$ cat src/rtl/canvas_rect_scheduler.sv
// Round-robin arbiter feeding one canvas write port: each grant rasterises a
// clamped, corner-normalised filled rectangle at one pixel per clock.
module canvas_rect_scheduler #(
    parameter int WIDTH       = 640,
    parameter int HEIGHT      = 480,
    parameter int NUM_REQ     = 2,
    parameter int COLOR_WIDTH = 3,
    parameter logic [COLOR_WIDTH-1:0] COLOR_NONE = '0,
    localparam int XW = $clog2(WIDTH),
    localparam int YW = $clog2(HEIGHT)
) (
    input  logic                                  clk,
    input  logic                                  reset_n,
    input  logic [NUM_REQ-1:0]                    req,
    input  logic [NUM_REQ-1:0][XW-1:0]            req_x0,
    input  logic [NUM_REQ-1:0][XW-1:0]            req_x1,
    input  logic [NUM_REQ-1:0][YW-1:0]            req_y0,
    input  logic [NUM_REQ-1:0][YW-1:0]            req_y1,
    input  logic [NUM_REQ-1:0][COLOR_WIDTH-1:0]   req_color,
    output logic [NUM_REQ-1:0]                    ack,
    output logic                                  busy,
    output logic                                  done,
    output logic                                  draw_enable,
    output logic [XW-1:0]                         draw_x,
    output logic [YW-1:0]                         draw_y,
    output logic [COLOR_WIDTH-1:0]                draw_color
);

    localparam int          PW   = (NUM_REQ > 1) ? $clog2(NUM_REQ) : 1;
    localparam int unsigned NR   = NUM_REQ;
    localparam logic [XW-1:0] XLIM = XW'(WIDTH - 1);
    localparam logic [YW-1:0] YLIM = YW'(HEIGHT - 1);

    typedef enum logic [1:0] {IDLE, DRAW, DONE} state_t;

    state_t                   state_q, state_d;
    logic [PW-1:0]            rr_q, rr_d;
    logic [XW-1:0]            xmin_q, xmax_q, xmin_d, xmax_d;
    logic [YW-1:0]            ymin_q, ymax_q, ymin_d, ymax_d;
    logic [NUM_REQ-1:0]       ack_d;
    logic                     busy_d, done_d, en_d;
    logic [XW-1:0]            x_d;
    logic [YW-1:0]            y_d;
    logic [COLOR_WIDTH-1:0]   color_d;

    logic                     found;
    logic [PW-1:0]            gnt, cand;
    logic [XW-1:0]            gx0, gx1, gxmin, gxmax;
    logic [YW-1:0]            gy0, gy1, gymin, gymax;

    // First pending requester at or after the round-robin pointer, wrapping.
    always_comb begin
        found = 1'b0;
        gnt   = '0;
        cand  = '0;
        for (int unsigned i = 0; i < NR; i++) begin
            cand = PW'((32'(rr_q) + i) % NR);
            if (!found && req[cand]) begin
                found = 1'b1;
                gnt   = cand;
            end
        end
    end

    always_comb begin
        gx0   = req_x0[gnt];
        gx1   = req_x1[gnt];
        gy0   = req_y0[gnt];
        gy1   = req_y1[gnt];
        gxmin = (gx0 < gx1) ? gx0 : gx1;
        gxmax = (gx0 < gx1) ? gx1 : gx0;
        gymin = (gy0 < gy1) ? gy0 : gy1;
        gymax = (gy0 < gy1) ? gy1 : gy0;
        if (gxmin > XLIM) gxmin = XLIM;
        if (gxmax > XLIM) gxmax = XLIM;
        if (gymin > YLIM) gymin = YLIM;
        if (gymax > YLIM) gymax = YLIM;
    end

    always_comb begin
        state_d = state_q;
        rr_d    = rr_q;
        xmin_d  = xmin_q;
        xmax_d  = xmax_q;
        ymin_d  = ymin_q;
        ymax_d  = ymax_q;
        ack_d   = '0;
        done_d  = 1'b0;
        en_d    = 1'b0;
        x_d     = draw_x;
        y_d     = draw_y;
        color_d = draw_color;
        unique case (state_q)
            IDLE: begin
                if (found) begin
                    state_d    = DRAW;
                    ack_d[gnt] = 1'b1;
                    rr_d       = PW'((32'(gnt) + 32'd1) % NR);
                    xmin_d     = gxmin;
                    xmax_d     = gxmax;
                    ymin_d     = gymin;
                    ymax_d     = gymax;
                    x_d        = gxmin;
                    y_d        = gymin;
                    color_d    = req_color[gnt];
                    en_d       = 1'b1;
                end
            end
            DRAW: begin
                if (draw_x == xmax_q && draw_y == ymax_q) begin
                    state_d = DONE;
                    done_d  = 1'b1;
                end else if (draw_x == xmax_q) begin
                    x_d  = xmin_q;
                    y_d  = draw_y + 1'b1;
                    en_d = 1'b1;
                end else begin
                    x_d  = draw_x + 1'b1;
                    en_d = 1'b1;
                end
            end
            DONE: state_d = IDLE;
            default: state_d = IDLE;
        endcase
        busy_d = (state_d != IDLE);
    end

    always_ff @(posedge clk or negedge reset_n) begin
        if (!reset_n) begin
            state_q     <= IDLE;
            rr_q        <= '0;
            xmin_q      <= '0;
            xmax_q      <= '0;
            ymin_q      <= '0;
            ymax_q      <= '0;
            ack         <= '0;
            busy        <= 1'b0;
            done        <= 1'b0;
            draw_enable <= 1'b0;
            draw_x      <= '0;
            draw_y      <= '0;
            draw_color  <= COLOR_NONE;
        end else begin
            state_q     <= state_d;
            rr_q        <= rr_d;
            xmin_q      <= xmin_d;
            xmax_q      <= xmax_d;
            ymin_q      <= ymin_d;
            ymax_q      <= ymax_d;
            ack         <= ack_d;
            busy        <= busy_d;
            done        <= done_d;
            draw_enable <= en_d;
            draw_x      <= x_d;
            draw_y      <= y_d;
            draw_color  <= color_d;
        end
    end

endmodule

$ cat config.mk
export PLATFORM = sky130hd
export DESIGN_NAME = canvas_rect_scheduler
export DESIGN_NICKNAME = d
export VERILOG_FILES = /design/src/rtl/canvas_rect_scheduler.sv
export SDC_FILE = /design/constraint.sdc
export NUM_CORES = 1
export LEC_CHECK = 0
export CAP_MARGIN = 20
export CORE_MARGIN = 4
export CORE_UTILIZATION = 54
export CTS_CLUSTER_DIAMETER = 50
export DETAILED_ROUTE_END_ITERATION = 10
export PLACE_DENSITY = 0.95
export SETUP_SLACK_MARGIN = 0.15
export SLEW_MARGIN = 20
export SYNTH_ARGS = -nofsm -noshare
export SYNTH_HDL_FRONTEND = slang
export SYNTH_SLANG_ARGS = --single-unit
$ cat constraint.sdc
create_clock -name clk -period 6 [get_ports clk]
set_clock_uncertainty 0.05 [all_clocks]
set_input_delay 1.2 -clock clk [delete_from_list [all_inputs] [get_ports clk]]
set_output_delay 1.2 -clock clk [all_outputs]
set_load 0.01 [all_outputs]
# Word level (Yosys, flattened, before mapping)
# Cells that the tools add are included.
[op_classes] n_addsub=4 n_mul=0 div_mod_pow=0 n_lt_le_gt_ge=10 n_eq_ne=6 shifts=0 n_mux=46 bitwise_logic=0 n_reduce_logical=10
[op_table] operator="$mux 10" n=11
[op_table] operator="$mux 9" n=11
[op_table] operator="$gt 10x10->1 const B" n=2
[op_table] operator="$pmux 10 s2" n=1
[op_table] operator="$gt 9x9->1 const B" n=2
[op_table] operator="$pmux 9 s2" n=1
[op_table] operator="$mux 1" n=13
[op_table] operator="$add 10x1->10 const B" n=1
[op_table] operator="$eq 10x10->1" n=1
[op_table] operator="$lt 10x10->1" n=1
[op_table] operator="$add 9x1->9 const B" n=1
[op_table] operator="$eq 9x9->1" n=1
[op_table] operator="$lt 9x9->1" n=1
[op_table] operator="$mux 2" n=4
[op_table] operator="$lt 1x2->1 const B" n=3
[op_table] operator="$mux 3" n=2
[op_table] operator="$ne 2x2->1 const B" n=3
[op_table] operator="$pmux 2 s2" n=1
[op_table] operator="$reduce_and 4->1" n=1
[op_table] operator="$reduce_bool 2->1" n=2
[op_table] operator="$logic_and 1x1->1" n=3
[op_table] operator="$reduce_and 3->1" n=1
[op_table] operator="$add 1x1->1 const B" n=2
[op_table] operator="$eq 2x1->1 const B" n=1
[op_table] operator="6 further kinds" n=6
[totals] ff_bits=59 latch_bits=0 ramBits=0 rom_bits=0 in_bits=86 output_inout_bits=27 n_memories=0

# Logic depth before layout (Yosys ltp)
# Gate-level depths: netlist of the first run.
[depth] word_depth=14 mapped_depth=17 depth_no_buf=13

# Worst setup path after synthesis of the first run
# Ideal clock, no wire load.
[synth_path] path_kind="in2reg" startpoint="in req[0]" endpoint="reg draw_y[5]" arrival_time_ns=4.229 required_time_ns=5.812 path_slack_ns=1.583 path_stages=14 n_path_buf=3 cell_sequence="nor2b_4 nor2_2 buf_6 buf_2 buf_2 mux2i_1 ha_1 a21oi_1 o22ai_1 or4_1 o21ai_2 mux2i_1 a211o_1 o311ai_1"
[synth_between] elab_chain_len=14 word_cells_on_any_way=22
[synth_lines] element="start: declaration" line="14" source="input logic [NUM_REQ-1:0] req,"
[synth_lines] element="$mux 1 (not written as such) (2 in series)" line="58" source="if (!found && req[cand]) begin"
[synth_lines] element="$mux 1" line="58"
[synth_lines] element="$logic_not 1->1" line="58"
[synth_lines] element="$logic_and 1x1->1" line="58"
[synth_lines] element="$mux 1" line="58"
[synth_lines] element="$mux 9, on equally long branches (2 in series)" line="68, 69"
[synth_lines] element="$lt 9x9->1" line="72" source="gymin = (gy0 < gy1) ? gy0 : gy1;"
[synth_lines] element="$mux 9" line="72"
[synth_lines] element="$gt 9x9->1" line="76" source="if (gymin > YLIM) gymin = YLIM;"
[synth_lines] element="$mux 9" line="76"
[synth_lines] element="$mux 9" line="95" source="if (found) begin"
[synth_lines] element="$pmux 9 s2" line="93" source="unique case (state_q)"
[synth_lines] element="end signal: assignment" line="155" source="draw_y <= y_d;"
[synth_lines] element="end: declaration" line="25" source="output logic [YW-1:0] draw_y,"
# Parallel ways exist; a longest one is shown, timed or not. The select of a mux whose other input is x is not followed.
# A chain may end at the register's enable or synchronous reset.

# Final worst setup path of the first run
[layout_path] startpoint="in req[0]" endpoint="reg draw_x[7]"
[layout_between] elab_chain_len=14 word_cells_on_any_way=22
[layout_lines] element="$mux 1 (not written as such) (2 in series)" line="58"
[layout_lines] element="$mux 1" line="58"
[layout_lines] element="$logic_not 1->1" line="58"
[layout_lines] element="$logic_and 1x1->1" line="58"
[layout_lines] element="$mux 1" line="58"
[layout_lines] element="$mux 10, on equally long branches (2 in series)" line="66, 67"
[layout_lines] element="$lt 10x10->1" line="70" source="gxmin = (gx0 < gx1) ? gx0 : gx1;"
[layout_lines] element="$mux 10" line="70"
[layout_lines] element="$gt 10x10->1" line="74" source="if (gxmin > XLIM) gxmin = XLIM;"
[layout_lines] element="$mux 10" line="74"
[layout_lines] element="$mux 10" line="95"
[layout_lines] element="$pmux 10 s2" line="93"
[layout_lines] element="end signal: assignment" line="140" source="draw_x <= '0;"
[layout_lines] element="end signal: assignment" line="154" source="draw_x <= x_d;"
[layout_lines] element="end: declaration" line="24" source="output logic [XW-1:0] draw_x,"
# Parallel ways exist; a longest one is shown, timed or not. The select of a mux whose other input is x is not followed.

==> flow_summary.yaml, run 1 <==
critical_path:
  start_kind: "primary input"
  worstSetupPathDepth: 15
  r2r_setup_slack_ns: 1.97
  r2r_cells: 14
  slowest_stage: "clkdlybuf4s50_1"
  worstSetupEndpointType: "register"
  crit_path_end: "draw_x[7]"
  slowest_delay_ns: 0.52
  worstPathCellList: "clkdlybuf4s50_1 > nor2b_4 > nand2b_1 > buf_4 > mux2i_1 > inv_1 > ha_1 > nand2_1 > o21ai_0 > a21o_1 > a31o_1 > buf_4 > nor4b_1 > a41oi_2 > o221ai_1"
  crit_top_cell: "buf_4"
  crit_family: "buffers and inverters"
  timing.rr.end: "draw_x[7]"
  critPathLaunch: "req[0]"
  r2r_start: "rr_q"
  crit_type: "in2reg"
  cp.buffers_inverters: 4
  crit_arrival_ns: 5.22
  path_max_fanout: 20
  required_ns: 6.19
clock_tree:
  cts_resized: 0
  clock_sinks: 59
  cts_setup_buffers: 0
  clockBufferDepth: 2
  path_clk_slew_ns: 0.07
  cts_hold_buf: 0
  insertion_delay_ns: 0.34
  h-tree-depth: 3
  cts-buffers-inserted: 9
  cts-root-buf: "clkbuf_8"
  cts_tree: "yes"
global_route:
  overflow: 0
  grt_pass1_vias: 4528
  grt_max_degree: 60
  grt_pass1_wl_mm: 22.6
  grt_usage_pct: 29.1
  antenna_found_initial: 0
yosys:
  yosysSeqAreaShare_pct: 34.4
  ys_types: 66
  synth_warnings: 0
  synth-edff-count: 0
  synth_nets: 602
  synthCells: 497
  async_reset_ff_share_pct: 100
  synth_ff_type: "dfrtp_1"
  ys_ff_latch: 59
  postSynthAreaPerCell_um2: 8.63
  synth_area_um2: 4290
drt:
  wl_per_cell_um: 19.9
  vias: 4613
  ant_nets: 0
  route.detailed.drc: 0
  avgViaCountPerCell: 6.53
  drt_wl_total_mm: 14.0
  drt-initial-drc-count: 732
  firstDrtPassIters: 6
finish:
  n_antenna_cell: 0
  area_growth_pct: 33.6
  drive_above_1_share_pct: 7.28
  layout.filler_cells: 495
  fin_nets: 704
timing:
  tightest_slew_ns: 0.912
  relSlewSlack_pct: 39.0
  setup_slack_ns: 0.968
  grt_setup_unrepaired: "false"
  min_period_ns: 5.03
  post-route-period-util_pct: 83.9
  hold_viol_final: 0
  fin_setup_tns_ns: 0
  drv_slew: 0
  max_freq_ghz: 0.199
  setup_violations: 0
power:
  pwr-share-seq_pct: 34.5
  pwr-share-comb_pct: 21.1
  switchingPower_mw: 0.306
  ir_drop_uv: 104
  swShare_pct: 26.4
  power.density_nw_per_um2: 202
  p_leak_nw: 2.53
  internal_power_mw: 0.852
  p_clk_share_pct: 44.4
placement:
  port_buffers: 112
  dp_slack_ns: 0.790
  place_congestion: 0.887
  dp_hpwl_mm: 10.1
flow_run:
  cap_viol_max_count: 0
die:
  io_pins: 113
  coreArea_um2: 7730
  fp.dieH_um: 97.1
  fp-row-count: 32
  dieArea_um2: 9430
  die_w_um: 97.1
  start_util_pct: 55.5
run_status:
  outcome: "finished, final reports clean"
min_path:
  hold_class: "reg2reg"
## per-stage QoR
step / hold WS (ns) / power (mW) / area [µm²] / std cells / util (%)
floorplan: 0.397 / 0.540 / 4290 / 497 / -
global placement: 0.414 / 0.628 / 5450 / 690 / 70.5
detailed placement: 0.433 / 0.641 / 5450 / 690 / 70.5
CTS: 0.449 / 1.14 / 5730 / 706 / 74.1
global route: 0.477 / 1.19 / 5730 / 706 / 74.1
finish: 0.456 / 1.16 / 5730 / 706 / 74.1
## routing by layer
metal / vias to the layer above / global-route usage [%] / part of all wire, % / routed length [µm]
met5: - / 0 / 0 / 0
met4: 0 / 10.4 / 2.1 / 289
met3: 43 / 7.25 / 12 / 1730
met2: 391 / 46.1 / 47 / 6540
met1: 2169 / 38.9 / 39 / 5480
li1: 2010 / - / - / -
## kinds of logic after synthesis
logic type	after synthesis	share of synthesized area, %
AO/OA/AOI/OAI	122	20.0
flip-flops	59	34.4
AND/OR/NAND/NOR	180	20.1
multiplexers	39	9.22
buffers and inverters	54	5.75
XOR/XNOR	24	4.90
adder cells (fa/ha/maj)	19	5.54
## power by group through the flow
stage,Clock [mW],Sequential (mW),Combinational [mW]
2_1_floorplan,0,0.407,0.133
3_5_place_dp,0,0.407,0.234
4_1_cts,0.507,0.399,0.238
5_1_grt,0.526,0.399,0.262
3_3_place_gp,0,0.407,0.222
6_report,0.513,0.399,0.245
## area by class of cell
cell class / instances / area, µm² / share of cell area [%]
Timing Repair Buffer: 121 / 1180 / 20.7
Clock inverter: 4 / 120 / 2.10
Tap cell: 102 / 128 / 2.23
Clock buffer: 12 / 155 / 2.71
Inverter: 24 / 90.1 / 1.57
Sequential cell: 59 / 1480 / 25.8
Multi-Input combinational cell: 384 / 2570 / 44.9
## cells in the final DEF (no fill, tap or decap), drive strengths merged, types with 4 or more instances in the layout
cell type,synthesis,routed
bufinv,0,4
inv,24,24
a31oi,7,7
o21a,4,4
o21ai,31,31
nor3,13,13
a311oi,4,4
clkdlybuf4s50,0,111
o22a,5,5
nor2b,5,5
o22ai,5,5
mux2,4,4
nand4,7,7
xnor2,8,8
nand2,53,53
buf,19,10
o221a,4,4
clkbuf,11,12
dfrtp,59,59
and3,7,7
nor2,54,54
a21oi,24,24
nand2b,5,5
ha,19,19
xor2,16,16
mux2i,35,35
nand3,21,21
## cell usage after synthesis (3+ instances only)
library cell | count | share of area (%)
dfrtp_1 | 59 | 34
nor2_1 | 53 | 4.6
nand2_1 | 52 | 4.6
mux2i_1 | 35 | 8.2
o21ai_0 | 29 | 3.4
a21oi_1 | 24 | 2.8
inv_1 | 24 | 2.1
nand3_1 | 21 | 2.5
ha_1 | 19 | 5.5
xor2_1 | 16 | 3.3
buf_2 | 14 | 1.6
nor3_1 | 12 | 1.4
clkbuf_1 | 11 | 0.96
xnor2_1 | 8 | 1.6
a31oi_1 | 7 | 1.0
and3_1 | 7 | 1.0
nand4_1 | 6 | 0.88
nand2b_1 | 5 | 0.73
o22a_1 | 5 | 1.0
o22ai_1 | 5 | 0.73
a311oi_1 | 4 | 0.82
mux2_2 | 4 | 1.1
nor2b_1 | 4 | 0.58
o21a_1 | 4 | 0.70
o221a_2 | 4 | 1.1
a21o_1 | 3 | 0.53
a221o_1 | 3 | 0.70
and2_1 | 3 | 0.44
buf_6 | 3 | 0.79
nor4_1 | 3 | 0.44
o211a_1 | 3 | 0.70
o311ai_1 | 3 | 0.61
o31ai_1 | 3 | 0.53
## flip-flops by register name, summed over array words and instances, names as in the netlist, 2 cells and up
name	cells
draw_x	10
xmax_q	10
xmin_q	10
draw_y	9
ymax_q	9
draw_color	3
ack	2
state_q	2
## how the worst min path moves through the flow
stage               slack, ns        end       from  depth (start not counted)
finish                   0.46  xmin_q[5]  xmin_q[5]                          2
floorplan                0.40  xmin_q[7]  xmin_q[7]                          2
CTS                      0.45  xmin_q[9]  xmin_q[9]                          2
detailed placement       0.43  xmin_q[9]  xmin_q[9]                          2
global route             0.48  ymax_q[5]  ymax_q[5]                          2
global placement         0.41  xmin_q[9]  xmin_q[9]                          2
## worst reg2reg max path: stages, from the launching register on
cell      delay (ns)
dfrtp_1         0.42
nor2b_4         0.20
nand2b_1        0.40
buf_4           0.26
mux2i_1         0.43
inv_1           0.16
ha_1            0.33
nand2_1         0.07
o21ai_0         0.23
a21o_1          0.12
a31o_1          0.35
buf_4           0.31
nor4b_1         0.39
a41oi_2         0.09
o221ai_1        0.11
Note: power is estimated with default switching activity, not from simulation.
==> run 2, diff against run 1 <==
- CORE_UTILIZATION: 54 -> 50
- PLACE_DENSITY: 0.95 -> 0.89
- clock period: 6 -> 4.7 ns (I/O delays scaled with it)
==> run 2 against run 1 <==
  * Sequential cell count unchanged
  * Largest cell class unchanged
  * Largest power group unchanged
  * Final area increased by 1.4%
  * Clock-buffer cell count decreased by 2
==> flow_summary.yaml, run 2 (synthesis gave the netlist of run 1 again) <==
run_status:
  outcome: "finished, final reports clean"
clock_tree:
  h-tree-depth: 3
  cts-root-buf: "clkbuf_8"
  cts_resized: 0
  cts_tree: "yes"
  cts_hold_buf: 0
  cts-buffers-inserted: 9
  clockBufferDepth: 2
  insertion_delay_ns: 0.35
  cts_setup_buffers: 0
  clock_sinks: 59
  path_clk_slew_ns: 0.07
timing:
  fin_setup_tns_ns: 0
  holdWs_ns: 0.440
  max_freq_ghz: 0.231
  tightest_slew_ns: 0.908
  grt_setup_unrepaired: "false"
  setup_violations: 0
  drv_slew: 0
  relSlewSlack_pct: 39.3
  hold_viol_final: 0
  min_period_ns: 4.33
  post-route-period-util_pct: 92.2
drt:
  wl_per_cell_um: 18.5
  drt-initial-drc-count: 322
  avgViaCountPerCell: 6.19
  route.detailed.drc: 0
  drt_wl_total_mm: 13.4
  ant_nets: 0
  vias: 4470
  firstDrtPassIters: 5
power:
  internal_power_mw: 0.972
  pwr-share-comb_pct: 22.9
  ir_drop_uv: 128
  swShare_pct: 28.2
  p_clk_share_pct: 39.4
  switchingPower_mw: 0.381
  pwr-share-seq_pct: 37.6
  power.density_nw_per_um2: 233
  p_leak_nw: 2.58
critical_path:
  path_max_fanout: 18
  worstSetupEndpointType: "register"
  required_ns: 4.88
  crit_arrival_ns: 4.51
  crit_type: "in2reg"
  start_kind: "primary input"
global_route:
  grt_pass1_vias: 4326
  grt_pass1_wl_mm: 21.5
  grt_max_degree: 46
  grt_usage_pct: 26.5
  antenna_found_initial: 0
  overflow: 0
finish:
  top_regs: "draw_x: 10 flops, xmax_q: 10 flops, xmin_q: 10 flops"
  final_cell_mix: "clkdlybuf4s50_1, dfrtp_1, nor2_1, nand2_1, mux2i_1"
  fin_nets: 717
  n_antenna_cell: 0
  layout_commonest_cell: "clkdlybuf4s50_1"
  multiInputGateArea_um2: 2570
  seq_area_um2: 1480
  layout.filler_cells: 596
  drive_above_1_share_pct: 9.40
  area_growth_pct: 35.4
die:
  fp.dieH_um: 101
  die_w_um: 101
  start_util_pct: 51.7
  fp-row-count: 33
  io_pins: 113
  dieArea_um2: 10100
  coreArea_um2: 8300
min_path:
  hold_class: "reg2reg"
placement:
  port_buffers: 112
  dp_hpwl_mm: 10.1
  place_congestion: 0.922
flow_run:
  cap_viol_max_count: 0
[run 2: cell types whose count changed in the layout (fill, tap and decap cells not counted), sizes merged]
| cell | before | now |
|---|---|---|
| clkinvlp | 0 | 2 |
| clkbuf | 12 | 10 |
| clkinv | 0 | 2 |
| buf | 10 | 23 |
| bufinv | 4 | 2 |
[run 2: cell type report]
cell class                      count  share of cell area [%]
Timing Repair Buffer              134                    22.5
Clock buffer                       10                    2.37
Multi-Input combinational cell    384                    44.3
Clock inverter                      6                    1.53
Inverter                           24                    1.55
Sequential cell                    59                    25.4
Tap cell                          105                    2.26
[run 2: path summary, 6_finish.rpt]
kind / startpoint / to / slack [ns] / cells past startpoint
max: req[0] / xmin_q[4] / 0.37 / 14
min: xmin_q[8] / xmin_q[8] / 0.44 / 2
max reg2reg: rr_q / xmin_q[4] / 1.15 / 13
min reg2reg: xmin_q[8] / xmin_q[8] / 0.44 / 2
max in group asynchronous: reset_n / ymax_q[1] / 3.22 / 2
min in group asynchronous: reset_n / draw_color[1] / 0.47 / 1
[run 2: critical path, cell delays in order]
cell,delay [ns]
clkdlybuf4s50_1,0.54
nor2b_4,0.23
nand2b_1,0.29
buf_12,0.20
mux2i_1,0.31
inv_1,0.10
ha_1,0.31
nor4b_1,0.15
a311o_1,0.33
a31o_1,0.24
buf_4,0.18
inv_1,0.29
nand3_1,0.20
o211a_1,0.19
[run 2: power groups by stage]
stage          combinational, mW  clock [mW]  sequential (mW)
2_1_floorplan              0.170           0            0.519
3_3_place_gp               0.290           0            0.519
3_5_place_dp               0.302           0            0.519
4_1_cts                    0.304       0.533            0.510
5_1_grt                    0.340       0.554            0.509
6_report                   0.310       0.534            0.510
[run 2: through the flow]
step / total power [mW] / instance area [µm²] / setup slack, ns / util [%] / cells
5_1_grt: 1.40 / 5800 / 0.157 / 69.9 / 722
2_1_floorplan: 0.690 / 4290 / 0.543 / - / 497
4_1_cts: 1.35 / 5780 / 0.412 / 69.6 / 720
6_report: 1.35 / 5800 / 0.369 / 69.9 / 722
3_3_place_gp: 0.810 / 5550 / 0.0818 / 66.9 / 704
3_5_place_dp: 0.821 / 5550 / 0.0577 / 66.9 / 704
[run 2: metal layers]
layer	track usage, %	up-vias	part of all wire [%]
met4	9.84	0	2.4
met3	4.29	40	8.3
met2	43.2	259	48
met1	35.2	2131	41
met5	0	-	0
li1	-	2040	-
